--- config.mk ---
export PLATFORM = sky130hd
export DESIGN_NAME = hps_word_buffer
export DESIGN_NICKNAME = d
export VERILOG_FILES = /design/src/rtl/hps_word_buffer.sv
export SDC_FILE = /design/constraint.sdc
export NUM_CORES = 1
export LEC_CHECK = 0
export CAP_MARGIN = 20
export CORE_ASPECT_RATIO = 1.2
export CORE_MARGIN = 5
export CORE_UTILIZATION = 55
export CTS_BUF_LIST = sky130_fd_sc_hd__clkbuf_16
export DETAILED_ROUTE_END_ITERATION = 8
export PLACE_DENSITY = 0.72
export SYNTH_ARGS = -nofsm -noshare
export SYNTH_HDL_FRONTEND = slang
export SYNTH_SLANG_ARGS = --single-unit
export TNS_END_PERCENT = 30
--- constraint.sdc ---
create_clock -name iCLK -period 4.3 [get_ports iCLK]
set_input_delay 1.29 -clock iCLK [delete_from_list [all_inputs] [get_ports iCLK]]
set_output_delay 1.29 -clock iCLK [all_outputs]
set_load 0.005 [all_outputs]
--- src/rtl/hps_word_buffer.sv ---
// -----------------------------------------------------------------------------
// hps_word_buffer
//   Buffers completed 32-bit image words from the bit-queuing stage in a small
//   FIFO and hands them to the HPS over a toggle handshake (present, wait for
//   ack toggle, pop). Counts words per image frame.
//
// Parameters
//   DEPTH        FIFO entries (power of 2, >= 2)
//   FRAME_WORDS  words per image frame
//
// Ports
//   iCLK        clock, rising edge
//   iRST        asynchronous active-low reset
//   iData       word from bit-queuing stage
//   iWR         one-cycle write strobe
//   iClear      synchronous flush of FIFO, frame counter and sticky flags
//   iHPS_ACK    HPS ack level, toggles once per consumed word (async)
//   oHPS_DATA   word presented to the HPS
//   oHPS_VALID  oHPS_DATA stable and unread
//   oCount      FIFO occupancy 0..DEPTH
//   oFull       oCount == DEPTH
//   oOverflow   sticky: a write was dropped
//   oAckErr     sticky: ack toggle seen while no word was presented
//   oFrameDone  one-cycle pulse after the pop of a frame's last word
//   oChecksum   (HPS_WORD_CHECKSUM_EN only) running XOR of the current frame
//
// Optional feature macro: HPS_WORD_CHECKSUM_EN
// -----------------------------------------------------------------------------
module hps_word_buffer #(
    parameter int unsigned DEPTH       = 16,
    parameter int unsigned FRAME_WORDS = 25
) (
    input  logic                     iCLK,
    input  logic                     iRST,
    input  logic [31:0]              iData,
    input  logic                     iWR,
    input  logic                     iClear,
    input  logic                     iHPS_ACK,
    output logic [31:0]              oHPS_DATA,
    output logic                     oHPS_VALID,
    output logic [$clog2(DEPTH):0]   oCount,
    output logic                     oFull,
    output logic                     oOverflow,
    output logic                     oAckErr,
`ifdef HPS_WORD_CHECKSUM_EN
    output logic                     oFrameDone,
    output logic [31:0]              oChecksum
`else
    output logic                     oFrameDone
`endif
);

    localparam int unsigned AW   = $clog2(DEPTH);
    localparam int unsigned CW   = AW + 1;
    localparam int unsigned FW_W = (FRAME_WORDS > 1) ? $clog2(FRAME_WORDS) : 1;

    typedef enum logic [1:0] {
        ST_IDLE,
        ST_LOAD,
        ST_PRESENT,
        ST_GAP
    } state_e;

    // Storage and state
    logic [31:0]     mem [DEPTH];
    state_e          state_q, state_d;
    logic [AW-1:0]   wptr_q, wptr_d;
    logic [AW-1:0]   rptr_q, rptr_d;
    logic [CW-1:0]   count_q, count_d;
    logic            full_q, full_d;
    logic            ovf_q, ovf_d;
    logic            ackerr_q, ackerr_d;
    logic            fdone_q, fdone_d;
    logic [FW_W-1:0] fcnt_q, fcnt_d;
    logic [31:0]     data_q, data_d;
    logic            valid_q, valid_d;
`ifdef HPS_WORD_CHECKSUM_EN
    logic [31:0]     chk_q, chk_d;
`endif

    // Ack synchroniser: two flops for metastability, third for edge detect
    logic ack_s1_q, ack_s2_q, ack_s3_q;
    logic ack_evt;
    logic pop;
    logic push;
    logic frame_last;

    assign ack_evt    = ack_s2_q ^ ack_s3_q;
    assign pop        = (state_q == ST_PRESENT) && ack_evt && !iClear;
    // A full FIFO still accepts a write when a slot frees on the same edge
    assign push       = iWR && !iClear && (!full_q || pop);
    assign frame_last = (fcnt_q == FW_W'(FRAME_WORDS - 1));

    // Synchroniser flops are deliberately untouched by iClear
    always_ff @(posedge iCLK or negedge iRST) begin
        if (!iRST) begin
            ack_s1_q <= 1'b0;
            ack_s2_q <= 1'b0;
            ack_s3_q <= 1'b0;
        end else begin
            ack_s1_q <= iHPS_ACK;
            ack_s2_q <= ack_s1_q;
            ack_s3_q <= ack_s2_q;
        end
    end

    // Word storage; contents are don't-care until written
    always_ff @(posedge iCLK) begin
        if (push) begin
            mem[wptr_q] <= iData;
        end
    end

    // Next-state: read FSM, pointers, occupancy, flags, frame counter
    always_comb begin
        state_d  = state_q;
        wptr_d   = wptr_q;
        rptr_d   = rptr_q;
        count_d  = count_q;
        ovf_d    = ovf_q;
        ackerr_d = ackerr_q;
        fdone_d  = 1'b0;
        fcnt_d   = fcnt_q;
        data_d   = data_q;
        valid_d  = valid_q;
`ifdef HPS_WORD_CHECKSUM_EN
        chk_d    = chk_q;
`endif

        if (iClear) begin
            state_d  = ST_IDLE;
            wptr_d   = '0;
            rptr_d   = '0;
            count_d  = '0;
            ovf_d    = 1'b0;
            ackerr_d = 1'b0;
            fcnt_d   = '0;
            valid_d  = 1'b0;
`ifdef HPS_WORD_CHECKSUM_EN
            chk_d    = '0;
`endif
        end else begin
            unique case (state_q)
                ST_IDLE: begin
                    if (count_q != '0) begin
                        state_d = ST_LOAD;
                    end
                end
                ST_LOAD: begin
                    data_d  = mem[rptr_q];
                    valid_d = 1'b1;
                    state_d = ST_PRESENT;
                end
                ST_PRESENT: begin
                    if (ack_evt) begin
                        valid_d = 1'b0;
                        state_d = ST_GAP;
                    end
                end
                ST_GAP: begin
                    state_d = ST_IDLE;
                end
                default: begin
                    state_d = ST_IDLE;
                end
            endcase

            if (ack_evt && (state_q != ST_PRESENT)) begin
                ackerr_d = 1'b1;
            end
            if (iWR && !push) begin
                ovf_d = 1'b1;
            end
            if (push) begin
                wptr_d = wptr_q + AW'(1);
            end
            if (pop) begin
                rptr_d  = rptr_q + AW'(1);
                fdone_d = frame_last;
                fcnt_d  = frame_last ? '0 : fcnt_q + FW_W'(1);
`ifdef HPS_WORD_CHECKSUM_EN
                // First pop of a frame restarts the XOR
                chk_d   = (fcnt_q == '0) ? data_q : (chk_q ^ data_q);
`endif
            end

            unique case ({push, pop})
                2'b10:   count_d = count_q + CW'(1);
                2'b01:   count_d = count_q - CW'(1);
                default: count_d = count_q;
            endcase
        end

        full_d = (count_d == CW'(DEPTH));
    end

    // State register
    always_ff @(posedge iCLK or negedge iRST) begin
        if (!iRST) begin
            state_q  <= ST_IDLE;
            wptr_q   <= '0;
            rptr_q   <= '0;
            count_q  <= '0;
            full_q   <= 1'b0;
            ovf_q    <= 1'b0;
            ackerr_q <= 1'b0;
            fdone_q  <= 1'b0;
            fcnt_q   <= '0;
            data_q   <= '0;
            valid_q  <= 1'b0;
`ifdef HPS_WORD_CHECKSUM_EN
            chk_q    <= '0;
`endif
        end else begin
            state_q  <= state_d;
            wptr_q   <= wptr_d;
            rptr_q   <= rptr_d;
            count_q  <= count_d;
            full_q   <= full_d;
            ovf_q    <= ovf_d;
            ackerr_q <= ackerr_d;
            fdone_q  <= fdone_d;
            fcnt_q   <= fcnt_d;
            data_q   <= data_d;
            valid_q  <= valid_d;
`ifdef HPS_WORD_CHECKSUM_EN
            chk_q    <= chk_d;
`endif
        end
    end

    assign oHPS_DATA  = data_q;
    assign oHPS_VALID = valid_q;
    assign oCount     = count_q;
    assign oFull      = full_q;
    assign oOverflow  = ovf_q;
    assign oAckErr    = ackerr_q;
    assign oFrameDone = fdone_q;
`ifdef HPS_WORD_CHECKSUM_EN
    assign oChecksum  = chk_q;
`endif

endmodule

==> impl_metrics.sql, run 1 <==
INSERT INTO impl_metrics (metric_group, metric, value, unit) VALUES
('floorplan', 'design.die.area', '44800', 'um2'),
('final_layout', 'num_antenna_cells', '0', ''),
('detailed_routing', 'post_drt_via_cell_ratio', '6.07', ''),
('critical_path', 'cp_slowest_stage_delay', '0.51', 'ns'),
('critical_path', 'critical_path_required', '4.78', 'ns'),
('placement', 'detailed_place_hpwl', '27100', 'um'),
('detailed_routing', 'drc', '0', ''),
('critical_path', 'critical_path_class', 'in2reg', ''),
('placement', 'globalplace.congestion', '0.779', ''),
('detailed_routing', 'route.vias.total', '11700', ''),
('cts', 'cts_setup_buffers', '0', ''),
('cts', 'insertion_delay', '0.58', 'ns'),
('floorplan', 'boundaryPins', '79', ''),
('floorplan', 'placeableCoreArea', '40500', 'um2'),
('floorplan', 'core.rowCount', '81', ''),
('power_and_ir_drop', 'vdd_ir_drop_max', '0.292', 'mV'),
('timing', 'timing.final.crit_share', '80.2', '%'),
('synth', 'async_flop_share', '10.5', '%'),
('floorplan', 'die_width', '194', 'um'),
('cts', 'clock_path_buffers', '3', ''),
('cts', 'cts_tree', 'done', ''),
('critical_path', 'crit_chain', 'clkdlybuf4s50_1, inv_1, nor3_1, inv_1, ha_1, xor2_1, ha_1, a21oi_1, nor4b_1, a21oi_1, xor2_1, nor4bb_1', ''),
('synth', 'synth_area_per_cell', '17.9', 'um2'),
('critical_path', 'cp_data_arrival_time', '3.93', 'ns'),
('timing', 'remaining_max_slew_budget_at_the_tightest_pin', '30.4', '%'),
('global_route', 'antenna_found_initial', '0', ''),
('cts', 'cts_htree_levels', '2', ''),
('final_layout', 'multi_input_comb_area', '5180', 'um2'),
('detailed_routing', 'drt_iter0_markers', '1096', ''),
('global_route', 'overflow', '0', ''),
('critical_path', 'critical_path_peak_fanout', '7', ''),
('cts', 'cts_sinks', '572', ''),
('placement', 'placed_cells_incl_taps', '1832', ''),
('cts', 'cts_hold_buffers', '0', ''),
('detailed_routing', 'routed_wl', '48400', 'um'),
('power_and_ir_drop', 'powerDensity', '468', 'nW/um2'),
('critical_path', 'slowest_stage', 'clkdlybuf4s50_1', ''),
('synth', 'ys_seq_area_share', '75.5', '%'),
('power_and_ir_drop', 'p_leak', '0.00804', 'uW'),
('cts', 'cts-resized-gates', '0', ''),
('final_layout', 'p_r_area_growth_vs_syn', '14.8', '%'),
('critical_path', 'timing.critical_path.from_type', 'primary input', ''),
('detailed_routing', 'drt_pass1_iterations', '5', ''),
('final_layout', 'finalNetCount', '1401', ''),
('final_layout', 'final_cell_count_no_fill', '1934', ''),
('detailed_routing', 'ant_nets', '0', ''),
('timing', 'slew_violations', '0', ''),
('timing', 'max_clock_freq', '0.290', 'GHz'),
('timing', 'timing_worst_slew_pin_value', '1.04', 'ns'),
('placement', 'port_buffers', '78', ''),
('global_route', 'via_count_of_the_first_global_routing_pass', '11900', ''),
('power_and_ir_drop', 'totalPowerFinal', '12000', 'uW'),
('global_route', 'grt_pass1_wl', '73200', 'um'),
('synth', 'synth-edff-count', '512', ''),
('flow_run', 'number_of_max_cap_violations', '0', ''),
('final_layout', 'fillCellCount', '2814', ''),
('timing', 'worst_hold_slack', '0.380', 'ns'),
('timing', 'clock-skew-final', '0.0169', 'ns'),
('global_route', 'grt_start_max_net_pins', '86', ''),
('timing', 'setup_violations', '0', ''),
('synth', 'ys.warnings.count', '0', ''),
('final_layout', 'drive_above_1_share', '12.6', '%'),
('synth', 'synthFlopType', 'edfxtp_1', ''),
('synth', 'synth_fp_nets', '1298', ''),
('timing', 'final.min_clock_period', '3.45', 'ns'),
('run_status', 'status', 'finished, final reports clean', ''),
('cts', 'ctsRootBufferMaster', 'clkbuf_16', ''),
('timing', 'timing_hold_violations_final', '0', ''),
('synth', 'synthesis.area', '22400', 'um2'),
('cts', 'clkTransAtPathRegs', '0.06', 'ns'),
('critical_path', 'timing.critical_path.to_type', 'register', ''),
('detailed_routing', 'routed_wire_length_per_instance', '25.0', 'um'),
('synth', 'postSynthCellCount', '1247', ''),
('worst_hold_path', 'hold_path_class', 'reg2reg', ''),
('synth', 'synth.distinct_cells', '42', ''),
('global_route', 'globalRouteTotalUtil', '21.3', '%'),
('cts', 'cts_made_buffers', '53', ''),
('timing', 'rsz_0062_raised_after_global_routing', 'false', ''),
('floorplan', 'die_height', '231', 'um'),
('floorplan', 'initial_core_util', '55.2', '%'),
('final_layout', 'register_area', '16900', 'um2'),
('synth', 'synth-seq-cells', '572', '');
[placed cells by master (no fill, tap or decap), types with 12 or more instances in the layout]
cell type / count
ha_1: 14
o21ai_1: 32
a2111oi_0: 32
inv_1: 27
a221oi_1: 32
nand2_1: 14
clkinv_1: 12
nor2_4: 14
clkdlybuf4s50_1: 77
a22oi_1: 33
edfxtp_1: 512
mux2i_1: 225
dfrtp_1: 59
a21oi_1: 14
clkbuf_16: 53
a22o_1: 32
nor2_1: 23
a221o_1: 32
buf_4: 41
mux2_2: 32
[metrics by stage]
step | area, um2 | setup TNS, ns | util (%) | setup WS, ns
final | 25700 | 0 | 63.3 | 0.852
after global routing | 25700 | 0 | 63.3 | 0.636
after CTS | 25600 | 0 | 63.2 | 0.862
after detailed placement | 24000 | 0 | 59.1 | 0.294
after global placement | 24000 | 0 | 59.1 | 0.425
after floorplan | 22400 | -26.73 | - | -0.418
[Yosys cell counts (5+ instances only)]
library cell    n  area [um2]
nand2_1        14        52.6
dfrtp_1        60        1500
nor3_1          9        45.0
inv_1          10        37.5
a22oi_1        33         248
buf_6           5        56.3
o21ai_1        32         160
nor2_1         37         139
xnor2_1         7        61.3
mux2_2         32         360
nand2b_1        5        31.3
clkbuf_1       32         120
a21oi_1        14        70.1
buf_4          14         105
a22o_1         32         280
a2111oi_0      32         280
mux2i_1       225        2250
xor2_1          7        61.3
edfxtp_1      512       15400
buf_2          21         105
ha_1           14         175
a221o_1        32         320
a221oi_1       32         280
[per-layer routing]
metal | wire, um | share of wire, % | track usage, %
met1 | 19900 | 41 | 29.2
met3 | 2570 | 5.3 | 3.07
met2 | 25000 | 52 | 36.9
met4 | 877 | 1.8 | 4.86
met5 | 0 | 0 | 0
[worst paths after layout]
| path | endpoint | startpoint | depth (start not counted) | slack, ns |
|---|---|---|---|---|
| max in group asynchronous | rptr_q[1] | iRST | 1 | 2.77 |
| hold reg to reg | ack_s2_q | ack_s1_q | 0 | 0.38 |
| setup / recovery | oFull | iWR | 12 | 0.85 |
| hold / removal | ack_s2_q | ack_s1_q | 0 | 0.38 |
| min in group asynchronous | oCount[2] | iRST | 1 | 0.84 |
| setup reg to reg | oFull | state_q[0] | 12 | 1.26 |
[flip-flops by register name, indices dropped and copies added, names as in the netlist, 2 cells and up]
| name | cells |
|---|---|
| state_q | 2 |
| fcnt_q | 5 |
| oCount | 5 |
| mem | 512 |
| oHPS_DATA | 32 |
| wptr_q | 4 |
| rptr_q | 4 |
[worst max-delay path: cells and delay by family]
| kind | cells | cell delay [ns] |
|---|---|---|
| AO/OA/AOI/OAI | 2 | 0.20 |
| XOR/XNOR | 2 | 0.36 |
| adder cells (fa/ha/maj) | 2 | 0.53 |
| buffers and inverters | 3 | 0.71 |
| AND/OR/NAND/NOR | 3 | 0.84 |
[kinds of logic (layout without fill, tap and decap cells)]
logic type                 count (synthesis)  after routing  share of synthesized area [%]
buffers and inverters                     88            236                           2.10
xor gates and xnor gates                  14             14                          0.548
and+or+nand+nor                           86             86                           1.84
AOI/OAI and AO/OA                        216            216                           7.59
adders and majority gates                 14             14                          0.783
muxes                                    257            257                           11.7
DFF                                      572            572                           75.5
[area by class of cell]
class | count | area share (%)
clock buffer | 53 | 5.17
clock inverter | 47 | 1.28
inverter | 10 | 0.146
multi-input combinational | 587 | 20.2
sequential | 572 | 65.8
tap | 539 | 2.63
timing repair buffer | 126 | 4.83
[report_power, final]
group          switching [uW]  internal, uW  total, uW
sequential                156          6260       6420
clock                    1960          2490       4450
combinational             571           587       1160
Note: power is estimated with default switching activity, not from simulation.
==> run 2, diff against run 1 <==
Settings changed: PLACE_DENSITY 0.72 to 0.69.
Clock period 4.3 ns to 3.3 ns, I/O delays scaled along.
==> run 2 against run 1 <==
Net effect:
- via count rose by 1.2%
- sequential share of layout area is 1.3 points lower
- first-iteration DRC count decreased by 22%
- clock power increased by 31%
- design area is 2.0% higher
==> impl_metrics.sql, run 2 (synthesis gave the netlist of run 1 again) <==
INSERT INTO impl_metrics (metric_group, metric, value, unit) VALUES
('critical_path', 'critical_path_class', 'in2reg', ''),
('cts', 'cts-resized-gates', '0', ''),
('placement', 'port_buffers', '78', ''),
('power_and_ir_drop', 'sequentialPowerShare', '53.0', '%'),
('worst_hold_path', 'min_delay_path_depth', '0', ''),
('power_and_ir_drop', 'vdd_ir_drop_max', '0.417', 'mV'),
('floorplan', 'initial_core_util', '55.2', '%'),
('cts', 'cts_htree_levels', '2', ''),
('critical_path', 'timing.critical_path.from_type', 'primary input', ''),
('final_layout', 'layout.cells.most_common', 'edfxtp_1', ''),
('floorplan', 'design.die.area', '44800', 'um2'),
('cts', 'cts_hold_buffers', '0', ''),
('detailed_routing', 'ant_nets', '0', ''),
('final_layout', 'p_r_area_growth_vs_syn', '17.1', '%'),
('detailed_routing', 'routed_wl', '49000', 'um'),
('critical_path', 'critical_path_required', '3.78', 'ns'),
('timing', 'final.min_clock_period', '2.93', 'ns'),
('global_route', 'grt_start_max_net_pins', '65', ''),
('power_and_ir_drop', 'power.switching', '3490', 'uW'),
('detailed_routing', 'drt_iter0_markers', '856', ''),
('floorplan', 'die_width', '194', 'um'),
('timing', 'post-route-worst-setup-slack', '0.375', 'ns'),
('final_layout', 'finalNetCount', '1421', ''),
('final_layout', 'largest_register', 'mem', ''),
('detailed_routing', 'post_drt_via_cell_ratio', '6.08', ''),
('critical_path', 'cp_data_arrival_time', '3.41', 'ns'),
('timing', 'timing_hold_violations_final', '0', ''),
('critical_path', 'r2r_cells', '13', ''),
('global_route', 'overflow', '0', ''),
('detailed_routing', 'route.vias.total', '11900', ''),
('run_status', 'status', 'finished, final reports clean', ''),
('timing', 'remaining_max_slew_budget_at_the_tightest_pin', '38.9', '%'),
('detailed_routing', 'drc', '0', ''),
('final_layout', 'drive_above_1_share', '13.7', '%'),
('cts', 'cts_setup_buffers', '0', ''),
('floorplan', 'placeableCoreArea', '40500', 'um2'),
('power_and_ir_drop', 'sw_frac_of_total', '22.1', '%'),
('power_and_ir_drop', 'clock_power_share', '37.1', '%'),
('timing', 'worst_hold_slack', '0.356', 'ns'),
('final_layout', 'multi_input_comb_area', '5190', 'um2'),
('placement', 'globalplace.congestion', '0.745', ''),
('global_route', 'globalRouteTotalUtil', '21.8', '%'),
('floorplan', 'core.rowCount', '81', ''),
('global_route', 'via_count_of_the_first_global_routing_pass', '12300', ''),
('cts', 'clock_path_buffers', '3', ''),
('detailed_routing', 'drt_pass1_iterations', '5', ''),
('timing', 'slew_violations', '0', ''),
('cts', 'insertion_delay', '0.58', 'ns'),
('global_route', 'grt_pass1_wl', '75600', 'um'),
('critical_path', 'slowest_stage', 'clkdlybuf4s50_1', ''),
('cts', 'cts_made_buffers', '53', ''),
('cts', 'clkTransAtPathRegs', '0.06', 'ns'),
('power_and_ir_drop', 'p_comb_share', '9.9', '%'),
('placement', 'placement.setup.worst_slack', '-0.197', 'ns'),
('timing', 'setup_violations', '0', ''),
('final_layout', 'most_used_cells_in_the_layout_excluding_fill_and_tap_cells', '512 x edfxtp_1, 225 x mux2i_1, 77 x clkdlybuf4s50_1', ''),
('cts', 'ctsRootBufferMaster', 'clkbuf_16', ''),
('worst_hold_path', 'hold_path_class', 'reg2reg', ''),
('final_layout', 'fillCellCount', '2805', ''),
('critical_path', 'cp_slowest_stage_delay', '0.51', 'ns'),
('timing', 'max_clock_freq', '0.342', 'GHz'),
('final_layout', 'register_area', '16900', 'um2'),
('final_layout', 'stdcell_area', '26200', 'um2'),
('power_and_ir_drop', 'p_leak', '0.00821', 'uW'),
('floorplan', 'boundaryPins', '79', ''),
('detailed_routing', 'routed_wire_length_per_instance', '25.0', 'um'),
('final_layout', 'largest_reg_flops', '512', ''),
('timing', 'timing.final.crit_share', '88.6', '%'),
('power_and_ir_drop', 'intPower', '12300', 'uW'),
('timing', 'timing_worst_slew_pin_value', '0.894', 'ns'),
('cts', 'cts_tree', 'done', ''),
('cts', 'cts_sinks', '572', ''),
('timing', 'rsz_0062_raised_after_global_routing', 'false', ''),
('placement', 'detailed_place_hpwl', '27700', 'um'),
('placement', 'postPlaceCellArea', '24500', 'um2'),
('critical_path', 'critical_path_peak_fanout', '3', ''),
('global_route', 'antenna_found_initial', '2', ''),
('floorplan', 'die_height', '231', 'um'),
('timing', 'clock-skew-final', '0.0216', 'ns'),
('critical_path', 'timing.critical_path.to_type', 'register', ''),
('flow_run', 'number_of_max_cap_violations', '0', ''),
('critical_path', 'crit_chain', 'clkdlybuf4s50_1, inv_1, nor3_1, inv_1, ha_1, xor2_1, ha_1, a21oi_1, nor4b_1, a21oi_1, xor2_1, nor4bb_1', ''),
('power_and_ir_drop', 'powerDensity', '602', 'nW/um2');
[run 2: changes by cell type in the layout (fill, tap and decap cells not counted), sizes merged]
cell	delta
buf	+20
clkbuf	+2
diode	+2
inv	-2
clkinv	-1
[run 2: cell type report]
cell class / count / area share (%)
tap: 539 / 2.58
clock inverter: 44 / 1.12
sequential: 572 / 64.5
timing repair buffer: 146 / 6.58
inverter: 10 / 0.143
multi-input combinational: 587 / 19.8
antenna: 2 / 0.0191
clock buffer: 55 / 5.26
[run 2: final timing paths]
kind                                 start             to  slack (ns)
worst max-delay path                   iWR          oFull        0.37
worst min-delay path              ack_s1_q       ack_s2_q        0.36
worst max register to register  state_q[0]          oFull        0.51
worst min register to register    ack_s1_q       ack_s2_q        0.36
max in group asynchronous             iRST  oHPS_DATA[10]        2.30
min in group asynchronous             iRST      oOverflow        0.41
[run 2: power groups by stage]
stage	logic (uW)	registers [uW]	clock network, uW
2_1_floorplan	716	8450	0
5_1_grt	1690	8390	6270
3_5_place_dp	1570	8510	0
3_3_place_gp	1530	8510	0
6_report	1560	8360	5850
4_1_cts	1580	8370	5940
[run 2: worst max-delay path: cells and delay by family]
family / cells / cell delay [ns]
AO/OA/AOI/OAI: 2 / 0.18
XOR/XNOR: 2 / 0.32
adder cells (fa/ha/maj): 2 / 0.44
buffers and inverters: 3 / 0.67
AND/OR/NAND/NOR: 3 / 0.80
[run 2: layer usage]
| metal | track usage, % | part of all wire (%) |
|---|---|---|
| met5 | 0 | 0 |
| met4 | 4.99 | 1.7 |
| met3 | 3.56 | 5.6 |
| met2 | 38.3 | 52 |
| met1 | 29.1 | 41 |
[run 2: stage by stage]
| step | total power (uW) | std cells | utilization [%] | setup TNS (ns) |
|---|---|---|---|---|
| after floorplan | 9170 | 1247 | - | -123.94 |
| after global placement | 10000 | 1853 | 60.4 | -0.334 |
| after detailed placement | 10100 | 1854 | 60.4 | -0.324 |
| after CTS | 15900 | 1953 | 64.6 | 0 |
| after global routing | 16300 | 1955 | 64.6 | 0 |
| final | 15800 | 1955 | 64.6 | 0 |
==> run 3, diff against run 2 <==
Clock period 3.3 ns to 3.05 ns, I/O delays scaled along.
==> run 3 against run 2 <==
Net effect:
- first-iteration DRC count fell by 2.5%
- flip-flop and latch count unchanged
- hold slack got worse by 0.11 ns
- setup slack worse by 0.087 ns
- critical path type unchanged
- routed wire length up 0.48%
- largest power group unchanged
- combinational power is 12% higher
==> impl_metrics.sql, run 3 (synthesis gave the netlist of run 1 again) <==
INSERT INTO impl_metrics (metric_group, metric, value, unit) VALUES
('detailed_routing', 'drt_pass1_iterations', '5', ''),
('power_and_ir_drop', 'vdd_ir_drop_max', '0.487', 'mV'),
('cts', 'insertion_delay', '0.60', 'ns'),
('power_and_ir_drop', 'powerDensity', '670', 'nW/um2'),
('final_layout', 'finalNetCount', '1438', ''),
('cts', 'cts_htree_levels', '2', ''),
('final_layout', 'multi_input_comb_area', '5200', 'um2'),
('timing', 'fin_tns_setup', '0', 'ns'),
('placement', 'globalplace.congestion', '0.774', ''),
('global_route', 'antenna_found_initial', '0', ''),
('critical_path', 'critical_path_required', '3.54', 'ns'),
('floorplan', 'boundaryPins', '79', ''),
('cts', 'cts_tree', 'done', ''),
('cts', 'cts_setup_buffers', '0', ''),
('detailed_routing', 'route.vias.total', '11900', ''),
('placement', 'port_buffers', '78', ''),
('timing', 'timing_worst_slew_pin_value', '0.817', 'ns'),
('placement', 'placed_cells_incl_taps', '1871', ''),
('global_route', 'globalRouteTotalUtil', '21.9', '%'),
('detailed_routing', 'drc', '0', ''),
('global_route', 'grt_pass1_wl', '74900', 'um'),
('timing', 'max_clock_freq', '0.362', 'GHz'),
('floorplan', 'design.die.area', '44800', 'um2'),
('timing', 'remaining_max_slew_budget_at_the_tightest_pin', '45.4', '%'),
('critical_path', 'timing.critical_path.from_type', 'primary input', ''),
('final_layout', 'largest_register', 'mem', ''),
('final_layout', 'register_area', '16900', 'um2'),
('final_layout', 'most_used_cells_in_the_layout_excluding_fill_and_tap_cells', '512 x edfxtp_1, 225 x mux2i_1, 77 x clkdlybuf4s50_1', ''),
('global_route', 'overflow', '0', ''),
('final_layout', 'layout.cells.most_common', 'edfxtp_1', ''),
('detailed_routing', 'post_drt_via_cell_ratio', '6.05', ''),
('timing', 'timing_hold_violations_final', '0', ''),
('cts', 'ctsRootBufferMaster', 'clkbuf_16', ''),
('critical_path', 'slowest_stage', 'clkdlybuf4s50_1', ''),
('critical_path', 'critical_path_class', 'in2reg', ''),
('cts', 'cts_made_buffers', '53', ''),
('timing', 'slew_violations', '0', ''),
('power_and_ir_drop', 'totalPowerFinal', '17800', 'uW'),
('cts', 'cts-resized-gates', '0', ''),
('cts', 'cts_sinks', '572', ''),
('floorplan', 'placeableCoreArea', '40500', 'um2'),
('timing', 'setup_violations', '0', ''),
('critical_path', 'crit_chain', 'clkdlybuf4s50_1, inv_1, nor3_2, inv_1, ha_1, xor2_1, ha_1, a21oi_1, nor4b_2, a21oi_1, xor2_1, nor4bb_1', ''),
('timing', 'final.min_clock_period', '2.76', 'ns'),
('run_status', 'status', 'finished, final reports clean', ''),
('final_layout', 'fillCellCount', '2735', ''),
('floorplan', 'core.rowCount', '81', ''),
('critical_path', 'cp_slowest_stage_delay', '0.50', 'ns'),
('placement', 'detailed_place_hpwl', '28500', 'um'),
('cts', 'cts_hold_buffers', '0', ''),
('final_layout', 'drive_above_1_share', '15.7', '%'),
('detailed_routing', 'ant_nets', '0', ''),
('global_route', 'grt_start_max_net_pins', '48', ''),
('critical_path', 'timing.critical_path.buf_inv', '3', ''),
('cts', 'clock_path_buffers', '3', ''),
('timing', 'clock-skew-final', '0.0178', 'ns'),
('critical_path', 'top_family_by_delay_on_critical_path', 'simple AND/OR/NAND/NOR gates', ''),
('critical_path', 'timing.critical_path.to_type', 'register', ''),
('flow_run', 'number_of_max_cap_violations', '0', ''),
('timing', 'rsz_0062_raised_after_global_routing', 'false', ''),
('floorplan', 'initial_core_util', '55.2', '%'),
('detailed_routing', 'drt_iter0_markers', '835', ''),
('critical_path', 'cp_data_arrival_time', '3.26', 'ns'),
('cts', 'clkTransAtPathRegs', '0.06', 'ns'),
('detailed_routing', 'routed_wire_length_per_instance', '25.0', 'um'),
('critical_path', 'critical_path_peak_fanout', '3', ''),
('worst_hold_path', 'hold_path_class', 'in2async', ''),
('final_layout', 'largest_reg_flops', '512', ''),
('global_route', 'via_count_of_the_first_global_routing_pass', '12200', ''),
('final_layout', 'num_antenna_cells', '0', ''),
('final_layout', 'final_cell_count_no_fill', '1969', ''),
('detailed_routing', 'routed_wl', '49200', 'um'),
('floorplan', 'die_width', '194', 'um'),
('timing', 'timing.final.crit_share', '90.6', '%'),
('floorplan', 'die_height', '231', 'um'),
('power_and_ir_drop', 'p_leak', '0.00838', 'uW'),
('final_layout', 'p_r_area_growth_vs_syn', '18.9', '%');
-- run 3: cell count changes in the layout (fill, tap and decap cells not counted), sizes merged --
cell,delta
buf,+17
bufinv,+8
clkinv,-7
clkbuf,-1
inv,-6
clkinvlp,+5
diode,-2
-- run 3: through the flow --
step	hold slack, ns	setup slack, ns	cell area, um2	util (%)
after CTS	0.228	0.151	26600	65.5
after global placement	0.338	-0.316	24700	60.8
after detailed placement	0.354	-0.464	24700	60.9
after floorplan	0.331	-0.484	22400	-
after global routing	0.251	0.0773	26600	65.6
final	0.248	0.288	26600	65.6
-- run 3: path summary, 6_finish.rpt --
kind                       depth (start not counted)       endpoint  slack, ns       start
max                                               12          oFull       0.29         iWR
min                                                1      oOverflow       0.25        iRST
max reg2reg                                       13          oFull       0.32  state_q[0]
min reg2reg                                        0       ack_s2_q       0.36    ack_s1_q
max in group asynchronous                          2  oHPS_DATA[15]       2.11        iRST
min in group iCLK                                  0       ack_s2_q       0.36    ack_s1_q
-- run 3: final cells by class --
type / instances / share of cell area, %
clock buffers: 54 / 5.08
well taps: 539 / 2.54
clock inverters: 44 / 1.97
multi-input cells: 587 / 19.6
flip-flops and latches: 572 / 63.5
repair buffers: 163 / 7.19
inverters: 10 / 0.141
-- run 3: routing by layer --
layer | part of all wire [%] | vias to the layer above | track usage, %
met5 | 0 | - | 0
met4 | 1.7 | 0 | 5.03
met3 | 6.1 | 60 | 3.65
met2 | 52 | 409 | 38.0
met1 | 41 | 6129 | 29.4
li1 | - | 5323 | -
-- run 3: where the power goes --
group | internal, uW | leakage, uW | switching, uW
clock network | 4230 | 0.000945 | 2790
logic | 910 | 0.00205 | 829
registers | 8830 | 0.00539 | 228
total | 14000 | 0.00838 | 3850
==> variant, RTL diff (settings of run 1) <==
`data_q` no longer has a reset.
--- a/src/rtl/hps_word_buffer.sv
+++ b/src/rtl/hps_word_buffer.sv
@@ -208,3 +208,2 @@
             fcnt_q   <= '0;
-            data_q   <= '0;
             valid_q  <= 1'b0;
@@ -223,3 +222,2 @@
             fcnt_q   <= fcnt_d;
-            data_q   <= data_d;
             valid_q  <= valid_d;
@@ -229,2 +227,6 @@
         end
+    end
+
+    always_ff @(posedge iCLK) begin
+        data_q <= data_d;
     end
Behaviour: differs if iRST is asserted again (counterexample within 4 cycles, from zero or initial values and one cycle with iRST low); with iRST held inactive, the same outputs for 4 cycles.
==> variant against run 1 <==
  * First-iteration DRC count grew 3.9%
  * Sequential share of layout area grew 1.5 points
  * Setup slack lost 0.18 ns
  * Fmax shrank 4.9%
  * Power shrank 2.9%
  * Sequential power shrank 2%
  * Sequential cell count is the same
  * Wire length shrank 4.4%
  * Clock power shrank 5.2%
  * Area after synthesis shrank 0.76%
  * Via count shrank 5.1%
  * Cell count shrank 4.1%
  * Design area shrank 1.3%
  * Critical endpoint unchanged
==> variant: results <==
group,metric,value,unit
outcome,status,"finished, final reports clean",
setup_path,r2r_setup_slack,1.15,ns
placement,io_buffer_count,78,
finish,top_register,"mem",
clocking,ctsRootBufferMaster,"clkbuf_16",
placement,dp_slack,0.184,ns
synthesis,yosysWarnings,0,
synthesis,synth.top_cells.by_count,"edfxtp_1, mux2i_1, o21ai_0",
clocking,insertion_delay,0.58,ns
synthesis,async_flop_share,4.90,%
routing,wl_per_cell,24.9,um
synthesis,syn-num-nets,1216,
clocking,post_cts_buffers,0,
setup_path,reg2reg_from,"ack_s2_q",
grt,grt_pass1_wl,69800,um
clocking,htreeDepth,2,
routing,drtIter0Drc,1139,
clocking,cts_inserted_buffers,52,
power_and_ir_drop,p_sw_share,22.2,%
min_path,worstHoldPathType,"register to register",
grt,grt_max_degree,60,
routing,viasPerCell,6.01,
clocking,cts.clk_slew.worst_paths,0.06,ns
finish,largest_reg_flops,512,
grt,antenna_found_initial,0,
clocking,post_cts_resized,0,
finish,drive_above_1_share,17.9,%
grt,grt_pass1_vias,11147,
sta,skew,0.0172,ns
setup_path,reg2reg_depth,11,
sta,fmaxAchievable,276,MHz
routing,first_pass_iters,6,
synthesis,ys_types,40,
finish,n_antenna_cell,0,
grt,grt_usage,20.5,%
power_and_ir_drop,ir_worst_vdd,0.399,mV
placement,hpwl,28600,um
setup_path,arrival,4.09,ns
sta,relSlewSlack,33.4,%
synthesis,synth_seq_area_share,76.8,%
setup_path,crit_path_start,"iWR",
placement,place.gp.congestion,0.790,
clocking,holdBufCountCts,0,
finish,layout.nets,1331,
placement,placed_cell_area,0.0238,mm2
setup_path,critPathMaxFanout,6,
power_and_ir_drop,p_leak,7.96,nW
synthesis,synth_edf_count,544,
clocking,clockBufferDepth,3,
synthesis,netlist_top_cells_area,"edfxtp_1, mux4_2, mux2i_1",
## variant: changes by cell type after synthesis, moves of 35 or more
cell     change
mux4_2      +64
mux2i_1    -127
nand2_1     +35
o21ai_0     +66
## variant: critical path: stages
cell and delay, ns:
clkdlybuf4s50_1 0.57, inv_1 0.08, o32ai_2 0.28, inv_1 0.10
ha_1 0.28, xor2_1 0.20, ha_1 0.21, inv_1 0.06
o311ai_0 0.34, o21ai_0 0.22, xnor2_1 0.18, nor4b_1 0.28
## variant: layer usage
layer,track usage [%],wire length [um]
met4,5.02,819
met5,0,0
met2,32.3,22300
met3,3.97,3430
met1,30.3,19700
## variant: cell type report
| class | instances | area, um2 |
|---|---|---|
| fillers | 2821 | 14500 |
| clock buffers | 53 | 1330 |
| clock inverters | 42 | 229 |
| flip-flops and latches | 572 | 17000 |
| inverters | 11 | 41.3 |
| multi-input cells | 520 | 4870 |
| well taps | 533 | 667 |
| repair buffers | 123 | 1170 |
## variant: how the worst min path moves through the flow
stage,endpoint,start,depth (start not counted),slack (ns)
after floorplan,ack_s2_q,ack_s1_q,0,0.33
after CTS,ack_s2_q,ack_s1_q,0,0.35
after global routing,ack_s2_q,ack_s1_q,0,0.36
final,ack_s2_q,ack_s1_q,0,0.35
after global placement,ack_s2_q,ack_s1_q,0,0.33
after detailed placement,ack_s2_q,ack_s1_q,0,0.34
## variant: cell families after synthesis
family	synth area share (%)
AO/OA/AOI/OAI	5.22
adder cells (fa/ha/maj)	0.789
XOR/XNOR	0.474
AND/OR/NAND/NOR	2.28
multiplexers	12.5
flip-flops	76.8
buffers and inverters	1.94
## variant: through the flow
step                total power [mW]  instances
floorplan                       7.18       1165
finish                          11.7       1854
global route                    12.1       1854
global placement                7.57       1759
CTS                             11.8       1854
detailed placement              7.59       1759
## variant: power groups by stage
| stage | Combinational, mW | Sequential, mW | Clock [mW] |
|---|---|---|---|
| 2_1_floorplan | 0.757 | 6.42 | 0 |
| 3_3_place_gp | 1.14 | 6.44 | 0 |
| 3_5_place_dp | 1.15 | 6.44 | 0 |
| 4_1_cts | 1.16 | 6.32 | 4.29 |
| 5_1_grt | 1.24 | 6.33 | 4.52 |
| 6_report | 1.14 | 6.32 | 4.22 |
